File: config.mk
export PLATFORM = sky130hd
export DESIGN_NAME = ctrl_lectura_registros
export DESIGN_NICKNAME = d
export VERILOG_FILES = /design/src/rtl/ctrl_lectura_registros_pkg.sv /design/src/rtl/ctrl_lectura_registros_contador_espera.sv /design/src/rtl/ctrl_lectura_registros.sv
export SDC_FILE = /design/constraint.sdc
export NUM_CORES = 1
export LEC_CHECK = 0
export ABC_AREA = 1
export CAP_MARGIN = 20
export CORE_MARGIN = 4
export CORE_UTILIZATION = 30
export DETAILED_ROUTE_END_ITERATION = 10
export GPL_ROUTABILITY_DRIVEN = 1
export HOLD_SLACK_MARGIN = 0.03
export PLACE_DENSITY_LB_ADDON = 0.2
export SYNTH_ARGS = -nofsm -noshare
export SYNTH_HDL_FRONTEND = slang
export SYNTH_SLANG_ARGS = --single-unit
File: constraint.sdc
create_clock -name clk -period 5.96 [get_ports clk]
set_input_delay 0.596 -clock clk [delete_from_list [all_inputs] [get_ports clk]]
set_output_delay 0.596 -clock clk [all_outputs]
set_load 0.03 [all_outputs]
File: src/rtl/ctrl_lectura_registros_pkg.sv
// Shared definitions for the RTC control blocks: FSM states, mode codes,
// the local-index to RTC-address map and the skip rules per mode.
package ctrl_lectura_registros_pkg;

  typedef enum logic [2:0] {
    REPOSO    = 3'd0,
    EMITE     = 3'd1,
    ESPERA    = 3'd2,
    CAPTURA   = 3'd3,
    SIGUIENTE = 3'd4,
    FIN       = 3'd5
  } estado_t;

  localparam logic [2:0] MODO_NORMAL = 3'b000;
  localparam logic [2:0] MODO_HORA   = 3'b001;
  localparam logic [2:0] MODO_FECHA  = 3'b010;
  localparam logic [2:0] MODO_TIMER  = 3'b100;

  localparam int         NUM_REGS   = 10;
  localparam int         CNT_W      = 8;
  localparam logic [3:0] IDX_REPOSO = 4'hF;

  // RTC register address for each local register index
  function automatic logic [7:0] dir_mapa(input logic [3:0] idx);
    logic [7:0] d;
    case (idx)
      4'd0:    d = 8'h21;
      4'd1:    d = 8'h22;
      4'd2:    d = 8'h23;
      4'd3:    d = 8'h24;
      4'd4:    d = 8'h25;
      4'd5:    d = 8'h26;
      4'd6:    d = 8'h27;
      4'd7:    d = 8'h41;
      4'd8:    d = 8'h42;
      4'd9:    d = 8'h43;
      default: d = 8'h00;
    endcase
    return d;
  endfunction

  function automatic logic modo_valido(input logic [2:0] m);
    return (m == MODO_NORMAL) || (m == MODO_HORA) ||
           (m == MODO_FECHA)  || (m == MODO_TIMER);
  endfunction

  // Registers that belong to the block being edited are not refreshed
  function automatic logic omite(input logic [2:0] m, input logic [3:0] idx);
    logic o;
    case (m)
      MODO_HORA:  o = (idx <= 4'd2);
      MODO_FECHA: o = (idx >= 4'd3) && (idx <= 4'd6);
      MODO_TIMER: o = (idx >= 4'd7);
      default:    o = 1'b0;
    endcase
    return o;
  endfunction

  // First non-skipped index >= desde; returns {found, index}
  function automatic logic [4:0] busca_indice(input logic [2:0] m,
                                              input logic [4:0] desde);
    logic [4:0] r;
    r = 5'b0;
    for (int j = NUM_REGS - 1; j >= 0; j--) begin
      if ((5'(j) >= desde) && !omite(m, 4'(j))) r = {1'b1, 4'(j)};
    end
    return r;
  endfunction

endpackage

File: src/rtl/ctrl_lectura_registros_contador_espera.sv
// Wait counter for one RTC transaction: cleared on load, counts while
// enabled, flags the last allowed wait cycle.
module contador_espera
  import ctrl_lectura_registros_pkg::*;
#(
  parameter int T_ESPERA = 255
) (
  input  logic clk,
  input  logic reset,
  input  logic carga,
  input  logic habilita,
  output logic cuenta_fin
);

  logic [CNT_W-1:0] cuenta;

  // Count wait cycles; load has priority over enable
  always_ff @(posedge clk or negedge reset) begin
    if (!reset)        cuenta <= '0;
    else if (carga)    cuenta <= '0;
    else if (habilita) cuenta <= cuenta + CNT_W'(1);
  end

  // High on the T_ESPERA-th wait cycle: failing to see bus_listo now is a timeout
  assign cuenta_fin = (cuenta == CNT_W'(T_ESPERA - 1));

endmodule

File: src/rtl/ctrl_lectura_registros.sv
// Sweeps the local RTC shadow registers: issues one bus read per register,
// waits for completion (with timeout), strobes the capture into the hold
// decoder, and skips the registers of the block currently being configured.
module ctrl_lectura_registros
  import ctrl_lectura_registros_pkg::*;
#(
  parameter int T_ESPERA = 255
) (
  input  logic       clk,
  input  logic       reset,
  input  logic       tick_lectura,
  input  logic [2:0] funcion_conf,
  input  logic       bus_listo,
  output logic       inicio_bus,
  output logic [7:0] dir_rtc,
  output logic [3:0] addr_mem_local,
  output logic       reg_rd,
  output logic       ocupado,
  output logic       barrido_listo,
  output logic       error_bus
);

  estado_t    estado, estado_sig;
  logic [3:0] indice;
  logic [2:0] modo_lat;
  logic       cuenta_fin;
  logic       arranque;
  logic       vencido;
  logic [4:0] primero;
  logic [4:0] siguiente;

  assign arranque  = (estado == REPOSO) && tick_lectura && modo_valido(funcion_conf);
  assign vencido   = (estado == ESPERA) && !bus_listo && cuenta_fin;
  assign primero   = busca_indice(funcion_conf, 5'd0);
  assign siguiente = busca_indice(modo_lat, {1'b0, indice} + 5'd1);

  contador_espera #(
    .T_ESPERA (T_ESPERA)
  ) u_contador (
    .clk        (clk),
    .reset      (reset),
    .carga      (estado == EMITE),
    .habilita   ((estado == ESPERA) && !bus_listo),
    .cuenta_fin (cuenta_fin)
  );

  // State register
  always_ff @(posedge clk or negedge reset) begin
    if (!reset) estado <= REPOSO;
    else        estado <= estado_sig;
  end

  // Next-state logic; bus_listo wins over a simultaneous timeout
  always_comb begin
    estado_sig = estado;
    case (estado)
      REPOSO:    if (arranque) estado_sig = EMITE;
      EMITE:     estado_sig = ESPERA;
      ESPERA:    if (bus_listo)       estado_sig = CAPTURA;
                 else if (cuenta_fin) estado_sig = FIN;
      CAPTURA:   estado_sig = SIGUIENTE;
      SIGUIENTE: estado_sig = siguiente[4] ? EMITE : FIN;
      FIN:       estado_sig = REPOSO;
      default:   estado_sig = REPOSO;
    endcase
  end

  // Sweep context: latched mode, current index and sticky bus error
  always_ff @(posedge clk or negedge reset) begin
    if (!reset) begin
      modo_lat  <= MODO_NORMAL;
      indice    <= 4'd0;
      error_bus <= 1'b0;
    end else begin
      if (arranque) begin
        modo_lat  <= funcion_conf;
        indice    <= primero[3:0];
        error_bus <= 1'b0;
      end
      if (vencido) error_bus <= 1'b1;
      if ((estado == SIGUIENTE) && siguiente[4]) indice <= siguiente[3:0];
    end
  end

  // Moore outputs decoded from the state
  always_comb begin
    inicio_bus     = 1'b0;
    dir_rtc        = 8'h00;
    addr_mem_local = IDX_REPOSO;
    reg_rd         = 1'b1;
    ocupado        = 1'b1;
    barrido_listo  = 1'b0;
    if (estado != REPOSO) begin
      dir_rtc        = dir_mapa(indice);
      addr_mem_local = indice;
    end
    case (estado)
      REPOSO:  ocupado       = 1'b0;
      EMITE:   inicio_bus    = 1'b1;
      CAPTURA: reg_rd        = 1'b0;
      FIN:     barrido_listo = 1'b1;
      default: ;
    endcase
  end

endmodule

==> flow_summary.yaml <==
synth:
  yosysWarnings: 0
  synth_most_common_cell: "nand2_1"
  postSynth.asyncResetShare_pct: 100
  synth_ff_type: "dfrtp_1"
  synth_top_cell_by_area: "dfrtp_1"
  yosysSeqAreaShare_pct: 32.9
  yosys-top-cells-count: "nand2_1, inv_1, dfrtp_1"
  synth_edf_count: 0
  synthCells: 193
  syn_area_um2: 1450
  synth_top_area_share_pct: 32.9
  synth_area_leaders: "dfrtp_1, nand2_1, ha_1"
  ys_seq_elements: 19
  ys_types: 33
  synth_area_per_cell_um2: 7.49
placed_design:
  port_buffers: 20
  place.gp.congestion: 0.832
  dp.cells: 261
  dp_hpwl_um: 2590
pwr:
  p_leak_uw: 0.000782
  ir_worst_vdd_mv: 0.232
  power.density_nw_per_um2: 602
timing:
  final-hold-violation-count: 0
  min_period_over_period_pct: 45.6
  finalSetupViolations: 0
  setup_tns_ns: 0
  fin_crit_ns: 2.72
  max_clock_freq_ghz: 0.368
  slew-limit-headroom_pct: 40.1
  slew_violations: 0
  rsz0062_at_grt: "false"
  finClkSkew_ns: 0.00222
  worst_pin_slew_ns: 0.896
detailed_routing:
  ant_nets: 0
  initialDrtViolationCount: 43
  drc: 0
  firstDrtPassIters: 4
  wl_um: 3220
  vias: 1259
  viasPerCell: 4.75
  avgRoutedWirePerCell_um: 12.1
floorplan:
  fp.coreArea_um2: 4500
  start_util_pct: 32.1
  die-area_um2: 6000
  die_y_um: 77.4
  core.rowCount: 24
  die_x_um: 77.4
  pin_count: 24
cts:
  htree_num_levels: 1
  ctsHoldBuffers: 0
  clock-sinks: 19
  clock_path_buffers: 2
  path_clk_slew_ns: 0.08
  cts_tree: "built"
  cts_buffers: 3
  clockRootBuffer: "clkbuf_8"
  cts_setup_buffers: 0
  clk_latency_ns: 0.26
  cts-resized-gates: 0
finish:
  area_growth_pct: 19.0
  final_util_pct: 38.2
  n_antenna_cell: 0
  layoutNonFillerInstCount: 265
  drive_gt1_share_pct: 13.6
  nNetsFinal: 229
flow_run:
  drv_cap: 0
global_routing:
  grt_usage_pct: 11.6
  gr-total-overflow: 0
  first_global_vias: 1295
  grt_antenna_before_repair: 0
  grt_max_degree: 20
  grt_pass1_wl_um: 5690
critical_path:
  startpoint_type: "flop"
  worstPathRequired_ns: 5.36
  criticalPathCategory: "reg2out"
  cp.arrival_ns: 2.12
  r2r_slack_ns: 3.67
  cp-end-kind: "primary output"
  worstPathMaxFanout: 7
outcome:
  status: "complete, no violations"
worst_hold_path:
  hold_path_class: "reg2reg"
per-layer routing:
layer / global-route usage, % / up-vias / wire length, µm
li1: - / 673 / -
met1: 14.9 / 554 / 1520
met2: 18.9 / 28 / 1460
met3: 2.43 / 4 / 184
met4: 4.98 / 0 / 48
met5: 0 / - / 0
path summary, 6_finish.rpt:
path	start	to	depth (start not counted)
max reg2reg	indice[0]	indice[0]	10
max in group asynchronous	reset	u_contador.cuenta[3]	1
max	estado[1]	dir_rtc[1]	8
min	u_contador.cuenta[7]	u_contador.cuenta[7]	1
min in group asynchronous	reset	indice[0]	1
min reg2reg	u_contador.cuenta[7]	u_contador.cuenta[7]	1
logic make-up (layout without fill, tap and decap cells):
family	count (synthesis)	after routing	share of synthesized area [%]
AND/OR/NAND/NOR	90	90	33.3
AO/OA/AOI/OAI	38	38	15.1
buffers and inverters	36	54	10.9
flip-flops	19	19	32.9
adder cells (fa/ha/maj)	8	8	6.92
other	1	3	0.259
XOR/XNOR	1	1	0.606
power by group:
part           total (µW)  switching, µW  internal [µW]
sequential            211           46.5            165
combinational         733            467            266
clock                93.0           46.4           46.6
total                1040            560            477
critical path, stage by stage, from the launching register on:
cell and delay, ns:
dfrtp_1 0.46, nor2_1 0.12, inv_1 0.06, nor2_2 0.19
inv_2 0.11, nand2_1 0.13, o21a_1 0.16, a21oi_1 0.04
clkdlybuf4s50_1 0.59
stage by stage:
stage / setup WS, ns / area, µm² / power (µW) / hold WS (ns)
final: 3.24 / 1720 / 1040 / 0.478
after global routing: 3.02 / 1720 / 1140 / 0.512
after CTS: 3.22 / 1720 / 1050 / 0.474
after detailed placement: 3.52 / 1680 / 951 / 0.462
after global placement: 3.50 / 1680 / 953 / 0.459
after floorplan: 3.61 / 1450 / 736 / 0.300
flip-flops by register name (all words and copies together) (netlist names):
register / flops
estado: 3
indice: 4
modo_lat: 3
u_contador.cuenta: 8
error_bus: 1
cell type report:
cell class	instances	area [µm²]
fill	485	2780
multi-input combinational	140	821
sequential	19	475
timing repair buffer	20	200
inverter	30	114
tap	52	65.1
clock buffer	3	41.3
clock inverter	1	5.00
cells in the final DEF (no fill, tap or decap), drive strengths merged:
cell and n:
nand2 39, and3 1, clkinv 2, ha 8
a21oi 15, xnor2 1, clkdlybuf4s50 20, inv 29
nand3 10, nor3 10, o21ai 16, a31oi 1
clkbuf 3, nand4 7, o22ai 2, dfrtp 19
nor2 21, o21a 2, a211oi 2, conb 3
nor4 2
Power figures use the tool's default switching activity.
